### src/rtl/comunicaciones_pkg.sv
// Shared types and constants for the command/data UART link to the J1 SoC.
// Holds the receiver and frame-parser state encodings and the default bit period.
// No ports; imported by uart_rx_byte and recibir_trama.
package comunicaciones_pkg;

  // 50 MHz / 9600 baud; shared with the transmit path so both ends agree.
  localparam int CLKS_PER_BIT_DEF = 5208;

  typedef enum logic [1:0] {
    IDLE,
    START,
    DATA,
    STOP
  } rx_state_t;

  typedef enum logic {
    WAIT_CMD,
    WAIT_DAT
  } parse_state_t;

endpackage

### src/rtl/uart_rx_byte.sv
// 8N1 byte receiver: two-flop synchroniser, start/data/stop FSM and bit timer.
// Ports: clk, rst (async active-low), rx (async serial in) ->
//        byte_ok / stop_err (one-cycle pulses), rx_byte[7:0], active (FSM not idle).
module uart_rx_byte
  import comunicaciones_pkg::*;
#(
  parameter int CLKS_PER_BIT = CLKS_PER_BIT_DEF
) (
  input  logic       clk,
  input  logic       rst,
  input  logic       rx,
  output logic       byte_ok,
  output logic [7:0] rx_byte,
  output logic       stop_err,
  output logic       active
);

  localparam int TW = $clog2(CLKS_PER_BIT);
  localparam logic [TW-1:0] FULL = TW'(CLKS_PER_BIT - 1);
  localparam logic [TW-1:0] HALF = TW'(CLKS_PER_BIT / 2 - 1);

  rx_state_t     state_q, state_d;
  logic          rx_s1, rx_s;
  logic [TW-1:0] timer_q;
  logic [2:0]    bit_idx_q;
  logic [7:0]    shreg;
  logic          tick;

  assign tick    = (timer_q == '0);
  assign active  = (state_q != IDLE);
  assign rx_byte = shreg;

  always_comb begin
    state_d = state_q;
    case (state_q)
      IDLE:  if (!rx_s) state_d = START;
      // A start bit that is high again at mid-bit was only a glitch.
      START: if (tick) state_d = rx_s ? IDLE : DATA;
      DATA:  if (tick && bit_idx_q == 3'd7) state_d = STOP;
      // Leave at the mid-point of the stop bit so a back-to-back start is caught.
      STOP:  if (tick) state_d = IDLE;
      default: state_d = IDLE;
    endcase
  end

  always_ff @(posedge clk or negedge rst) begin
    if (!rst) begin
      rx_s1     <= 1'b1;
      rx_s      <= 1'b1;
      state_q   <= IDLE;
      timer_q   <= HALF;
      bit_idx_q <= 3'd0;
      shreg     <= 8'h00;
      byte_ok   <= 1'b0;
      stop_err  <= 1'b0;
    end else begin
      rx_s1    <= rx;
      rx_s     <= rx_s1;
      state_q  <= state_d;
      byte_ok  <= 1'b0;
      stop_err <= 1'b0;

      // Timer preloads a half period while idle, then reloads a full period on each sample.
      if (state_q == IDLE)
        timer_q <= HALF;
      else if (tick)
        timer_q <= FULL;
      else
        timer_q <= timer_q - 1'b1;

      if (state_q == DATA && tick) begin
        shreg     <= {rx_s, shreg[7:1]};
        bit_idx_q <= bit_idx_q + 1'b1;  // wraps 7 -> 0 on entry to STOP
      end

      if (state_q == STOP && tick) begin
        byte_ok  <= rx_s;
        stop_err <= ~rx_s;
      end
    end
  end

endmodule

### src/rtl/recibir_trama.sv
// UART receiver + two-byte (command, data) frame parser for the J1 return path.
// Ports: clk, rst (async active-low), rx, ack -> comando_rx, datos_rx, valid,
//        overrun, frame_err (sticky until ack), bussy. Optional RECIBIR_TRAMA_TIMEOUT_EN.
module recibir_trama
  import comunicaciones_pkg::*;
#(
  parameter int CLKS_PER_BIT = CLKS_PER_BIT_DEF,
  parameter int TIMEOUT_BITS = 20
) (
  input  logic       clk,
  input  logic       rst,
  input  logic       rx,
  input  logic       ack,
  output logic [7:0] comando_rx,
  output logic [7:0] datos_rx,
  output logic       valid,
  output logic       overrun,
  output logic       frame_err,
  output logic       bussy
);

  parse_state_t pstate_q, pstate_d;
  logic         byte_ok, stop_err, active, timeout, frame_done, clr;
  logic [7:0]   rx_byte, cmd_hold;

  uart_rx_byte #(.CLKS_PER_BIT(CLKS_PER_BIT)) u_rx (
    .clk      (clk),
    .rst      (rst),
    .rx       (rx),
    .byte_ok  (byte_ok),
    .rx_byte  (rx_byte),
    .stop_err (stop_err),
    .active   (active)
  );

  assign clr   = ack & valid;
  assign bussy = active | (pstate_q == WAIT_DAT);

`ifdef RECIBIR_TRAMA_TIMEOUT_EN
  // Drops a lone command byte if its data byte never starts arriving.
  localparam int TO_CYCLES = TIMEOUT_BITS * CLKS_PER_BIT;
  localparam int TOW       = $clog2(TO_CYCLES + 1);
  logic [TOW-1:0] to_cnt;

  assign timeout = (pstate_q == WAIT_DAT) && !active && (to_cnt == TOW'(TO_CYCLES - 1));

  always_ff @(posedge clk or negedge rst) begin
    if (!rst)
      to_cnt <= '0;
    else if (pstate_q == WAIT_DAT && !active)
      to_cnt <= timeout ? '0 : to_cnt + 1'b1;
    else
      to_cnt <= '0;
  end
`else
  assign timeout = 1'b0;
`endif

  always_comb begin
    pstate_d   = pstate_q;
    frame_done = 1'b0;
    if (stop_err) begin
      pstate_d = WAIT_CMD;
    end else begin
      case (pstate_q)
        WAIT_CMD: if (byte_ok) pstate_d = WAIT_DAT;
        WAIT_DAT: begin
          if (byte_ok) begin
            frame_done = 1'b1;
            pstate_d   = WAIT_CMD;
          end else if (timeout) begin
            pstate_d = WAIT_CMD;
          end
        end
        default: pstate_d = WAIT_CMD;
      endcase
    end
  end

  always_ff @(posedge clk or negedge rst) begin
    if (!rst) begin
      pstate_q   <= WAIT_CMD;
      cmd_hold   <= 8'h00;
      comando_rx <= 8'h00;
      datos_rx   <= 8'h00;
      valid      <= 1'b0;
      overrun    <= 1'b0;
      frame_err  <= 1'b0;
    end else begin
      pstate_q <= pstate_d;

      if (pstate_q == WAIT_CMD && byte_ok)
        cmd_hold <= rx_byte;

      // An ack in the same cycle frees the slot, so the new frame still loads.
      if (frame_done && (!valid || clr)) begin
        valid      <= 1'b1;
        comando_rx <= cmd_hold;
        datos_rx   <= rx_byte;
      end else if (clr) begin
        valid <= 1'b0;
      end

      if (frame_done && valid && !clr)
        overrun <= 1'b1;
      else if (clr)
        overrun <= 1'b0;

      if (stop_err)
        frame_err <= 1'b1;
      else if (clr)
        frame_err <= 1'b0;
    end
  end

endmodule

### config.mk
export PLATFORM = sky130hd
export DESIGN_NAME = recibir_trama
export DESIGN_NICKNAME = d
export VERILOG_FILES = /design/src/rtl/comunicaciones_pkg.sv /design/src/rtl/uart_rx_byte.sv /design/src/rtl/recibir_trama.sv
export SDC_FILE = /design/constraint.sdc
export NUM_CORES = 1
export LEC_CHECK = 0
export ABC_CLOCK_PERIOD_IN_PS = 3150
export BUFFER_PORTS_ARGS = -buffer_cell sky130_fd_sc_hd__buf_2
export CAP_MARGIN = 20
export CORE_MARGIN = 1
export CORE_UTILIZATION = 60
export DETAILED_ROUTE_END_ITERATION = 8
export PLACE_DENSITY_LB_ADDON = 0.05
export SKIP_LAST_GASP = 1
export SLEW_MARGIN = 20
export SYNTH_ARGS = -nofsm -noshare
export SYNTH_HDL_FRONTEND = slang
export SYNTH_SLANG_ARGS = --single-unit
### constraint.sdc
create_clock -name clk -period 3.15 [get_ports clk]
set_clock_uncertainty 0.1 [all_clocks]
set_input_delay 0.315 -clock clk [delete_from_list [all_inputs] [get_ports clk]]
set_output_delay 0.315 -clock clk [all_outputs]
set_load 0.05 [all_outputs]
Word level (Yosys, flattened, before mapping)
Index checks and enable logic that the tools add are counted.
{ "word_totals": {"regBits": 58, "word_cells": 66} }
{ "op_classes": {"n_eq_ne": 8, "reduce_logical": 17, "add_sub_neg": 2, "bitwise": 4, "n_mux": 20} }
{ "ops": {"columns": ["op", "count"], "rows": [
  ["$mux 13", 2],
  ["$logic_not 13->1", 1],
  ["$sub 13x1->13 const B", 1],
  ["$mux 1", 11],
  ["$mux 2", 5],
  ["$pmux 2 s4", 1],
  ["$reduce_bool 2->1", 4],
  ["$logic_and 1x1->1", 7],
  ["$ne 2x1->1 const B", 3],
  ["$eq 2x2->1 const B", 2],
  ["$reduce_and 4->1", 1],
  ["$add 3x1->3 const B", 1],
  ["$eq 3x3->1 const B", 1],
  ["$eq 2x1->1 const B", 1],
  ["$logic_not 1->1", 2],
  ["$logic_not 2->1", 1],
  ["$ne 2x2->1 const B", 1],
  ["$not 1->1", 2],
  ["$pmux 1 s2", 1],
  ["$and 1x1->1", 1],
  ["$logic_or 1x1->1", 1],
  ["$or 1x1->1", 1]
]} }

Longest topological paths before layout
{ "logic_depth": {"depth_word": 6, "mapped_depth": 7, "ltp_nobuf": 6} }

By module
Synthesis repeated with hierarchy kept, for this count alone.
{ "unflattened": {"cells_unflattened": 176, "area_unflattened_um2": 2522.4} }
{ "modules_own_cells": {"columns": ["mod", "area_each_um2", "cells_each", "seq_area_each_um2", "instances"], "rows": [
  ["uart_rx_byte", 1380.1, 108, 760.7, 1],
  ["recibir_trama", 1142.3, 68, 700.7, 1]
]} }

Worst setup path before layout
OpenSTA, ideal clock, no wires.
{ "synth_timing": {"kind": "reg-to-reg", "start": "reg u_rx.timer_q[0]", "end": "reg u_rx.bit_idx_q[2]", "path_slack_ps": 1212, "required_time_ps": 2925, "path_stages_with_launch": 8, "synth_period_minus_slack_ps": 1938, "arrival_ps": 1713, "path_cell_list": "dfstp_2 inv_1 ha_1 nor4b_2 nand4_2 nor3b_2 buf_6 mux2_2"} }
{ "synth_via": {"elab_chain_len": 2} }
{ "synth_rtl": {"columns": ["item", "line_no", "source"], "rows": [
  ["start, declared", "uart_rx_byte.sv:24", "logic [TW-1:0] timer_q;"],
  ["start signal, assigned", "uart_rx_byte.sv:69", "timer_q <= timer_q - 1'b1;"],
  ["$logic_not 13->1", "uart_rx_byte.sv:29", "assign tick = (timer_q == '0);"],
  ["$logic_and 1x1->1", "uart_rx_byte.sv:71", "if (state_q == DATA && tick) begin"],
  ["end signal, assigned", "uart_rx_byte.sv:73", "bit_idx_q <= bit_idx_q + 1'b1;"],
  ["end, declared", "uart_rx_byte.sv:25", "logic [2:0] bit_idx_q;"]
]} }
Every way passes these cells.
A chain may end at the register's enable or synchronous reset.

Worst setup path after layout
Same ends and word-level chain as after synthesis.

==> impl_metrics.yaml <==
floorplanning:
  dieArea_sq_mm: 0.00433
  die_span_in_x_um: 65.8
  ios: 24
  design.core.area_sq_mm: 0.00377
  die_y_um: 65.8
  num_rows: 22
  floorplan.initialDensity_pct: 64.8
global_routing:
  grt_residual_overflow: 0
  via_count_of_the_first_global_routing_pass: 1427
  grt_use_total_pct: 22.1
  initial_antenna_violation_count: 0
  pin_count_of_the_biggest_net_entering_global_routing: 39
  grt_pass1_wl_um: 6710
clock_network:
  cts_root_buf: "clkbuf_8"
  cts.path.max_buffers: 2
  tritoncts: "done"
  clock_tree.htree_level_count: 3
  cts_made_buffers: 9
  clock_network_latency_to_the_later_pin_of_the_worst_skew_pair_ns: 0.33
  post_cts_resized: 0
  cts_sinks: 58
  cts.reportedPaths.clkPinSlew_ns: 0.06
routing:
  dr.first_iter.drc_count: 60
  totalWireLength_um: 4040
  routed_wire_length_per_instance_um: 15.2
  vias: 1476
  drt-pass1-iter-count: 4
  routed_via_density: 5.55
  detail_route.drc_violations: 0
  detail-route-antenna-nets: 0
critical_path:
  critPathCaptureType: "flip-flop"
  worstPathRequired_ns: 3.26
  critPathLaunchType: "flip-flop"
  cp.arrival_ns: 2.20
  crit_fanout: 11
  classification_of_the_worst_setup_path: "reg -> reg"
timing:
  setup_repair_after_global_routing_missed_its_margin: "false"
  timing.final.crit_period_ns: 2.09
  setup_total_negative_slack_ns: 0
  timing.fmax_ghz: 0.478
  maxSlewViolCount: 0
  timing.final.crit_share_pct: 66.4
  maxSlewHeadroom_pct: 55.5
  report.final.hold_viol_count: 0
  worst_slew_pin_slew_ns: 0.665
  count_of_endpoints_failing_setup_in_the_final_report: 0
synth:
  syn-num-nets: 191
  count_of_flip_flops_with_a_built_in_enable_after_synthesis: 0
  netlist_area_sq_mm: 0.00244
  synth.ff_latch_count: 58
  syn_avg_cell_area_sq_um: 13.5
  synthDominantCellAreaShare_pct: 51.2
  post_synthesis_cell_type_count: 35
  synth.yosys.seq_area_share_pct: 59.8
  synth_flop_cell: "dfrtp_1"
  synth_area_leader_cell: "dfrtp_1"
  ys_async_sr_fraction_pct: 100
  top_post_synthesis_cells_by_area: "dfrtp_1 51%, mux2_2 16%, dfstp_2 8.6%"
  synth_cells: 181
  synth_warnings: 0
layout:
  layout.cells.most_common: "dfrtp_1"
  antenna_cells: 0
  syn2layout_area_growth_pct: 14.4
  final_cell_area_sq_mm: 0.00280
  most-common-layout-cells: "50 x dfrtp_1, 35 x mux2_2, 23 x buf_2, 14 x nor2_1, 9 x clkbuf_8"
  layout_cells_sized_above_1_pct: 42.2
  nNetsFinal: 223
  final.fill_count: 250
placement:
  detailed_place_hpwl_um: 2690
  finalWeightedCongestion: 0.865
  numPortBuffers: 23
  placement.cell_area_sq_mm: 0.00260
job:
  cap_violations: 0
power_and_ir_drop:
  post-layout-total-power_mw: 1.41
  power.leakage_nw: 1.41
  power.density_mw_per_mm2: 504
  worst_voltage_drop_across_the_vdd_grid_mv: 0.444
run_status:
  outcome: "completed"
hold_path:
  hold_class: "in -> reg"
layout make-up:
cell class	instances	area, sq um	share of cell area [%]
inverters	5	18.8	0.671
clock buffers	13	139	4.97
multi-input cells	112	926	33.1
repair buffers	27	150	5.37
well taps	48	60.1	2.15
clock inverters	3	40.0	1.43
flip-flops and latches	58	1460	52.3
sequential cells by signal, summed over array words and instances (netlist names), 3 cells and up, named ones only:
signal / count
u_rx.timer_q: 13
cmd_hold: 8
datos_rx: 8
comando_rx: 8
u_rx.rx_byte: 8
u_rx.bit_idx_q: 3
Yosys cell counts (2+ instances only):
master,n
dfrtp_1,50
mux2_2,35
nor2_1,14
dfstp_2,8
xnor2_1,8
nand2_1,7
ha_1,6
a21oi_1,5
inv_1,5
nor3_1,4
o21ai_0,4
o31a_1,3
buf_2,2
clkbuf_1,2
nand2b_1,2
nor4_1,2
nor4_2,2
o21ai_1,2
or2_2,2
or3_1,2
xor2_1,2
path summary, 6_finish.rpt:
path	from	depth (start not counted)	slack (ns)	end
setup reg to reg	u_rx.timer_q[0]	7	1.06	u_rx.bit_idx_q[2]
setup / recovery	u_rx.timer_q[0]	7	1.06	u_rx.bit_idx_q[2]
max in group asynchronous	rst	3	1.75	u_rx.bit_idx_q[1]
hold reg to reg	u_rx.rx_s1	0	0.26	u_rx.rx_s
hold / removal	ack	2	0.08	overrun
min in group asynchronous	rst	2	0.37	u_rx.timer_q[4]
power breakdown:
part / internal [mW] / leakage, nW / switching [mW]
clock: 0.364 / 0.0914 / 0.269
combinational: 0.00527 / 0.563 / 0.0196
sequential: 0.749 / 0.755 / 0.00162
per-stage QoR:
stage	util [%]	cells	hold slack, ns	worst slack [ns]
floorplan	-	181	-0.0806	1.21
global placement	68.8	248	0.177	1.16
detailed placement	68.8	248	0.193	1.09
CTS	74.1	266	0.0813	1.06
global route	74.1	266	0.0757	0.901
finish	74.1	266	0.0847	1.06
cell families (layout without fill, tap and decap cells):
logic type | count (synthesis) | after routing | synth area share, %
AOI/OAI and AO/OA | 16 | 16 | 3.89
xor gates and xnor gates | 10 | 10 | 3.59
adders and majority gates | 6 | 6 | 3.07
buffers and inverters | 11 | 48 | 2.25
DFF | 58 | 58 | 59.8
muxes | 35 | 35 | 16.1
and+or+nand+nor | 45 | 45 | 11.2
per-layer routing:
layer,GRT usage (%),wire (um),vias up
met3,5.69,179,6
met5,0,0,-
met4,14.7,92,0
met2,31.3,1830,37
met1,29.8,1930,741
li1,-,-,692
worst max-delay path, cell delays in order, from the launching register on:
cell,delay (ns)
dfstp_2,0.38
inv_1,0.08
ha_1,0.16
nor4b_2,0.26
nand4_2,0.22
nor3b_2,0.20
buf_4,0.22
mux2_2,0.36
repair_timing:
item / CTS / global route
endpoints found under the setup margin: 0 / 0
buffers inserted: 0 / 0
endpoints found under the hold margin: 13 / 0
hold buffers: 2 / 0
Power figures use the tool's default switching activity.
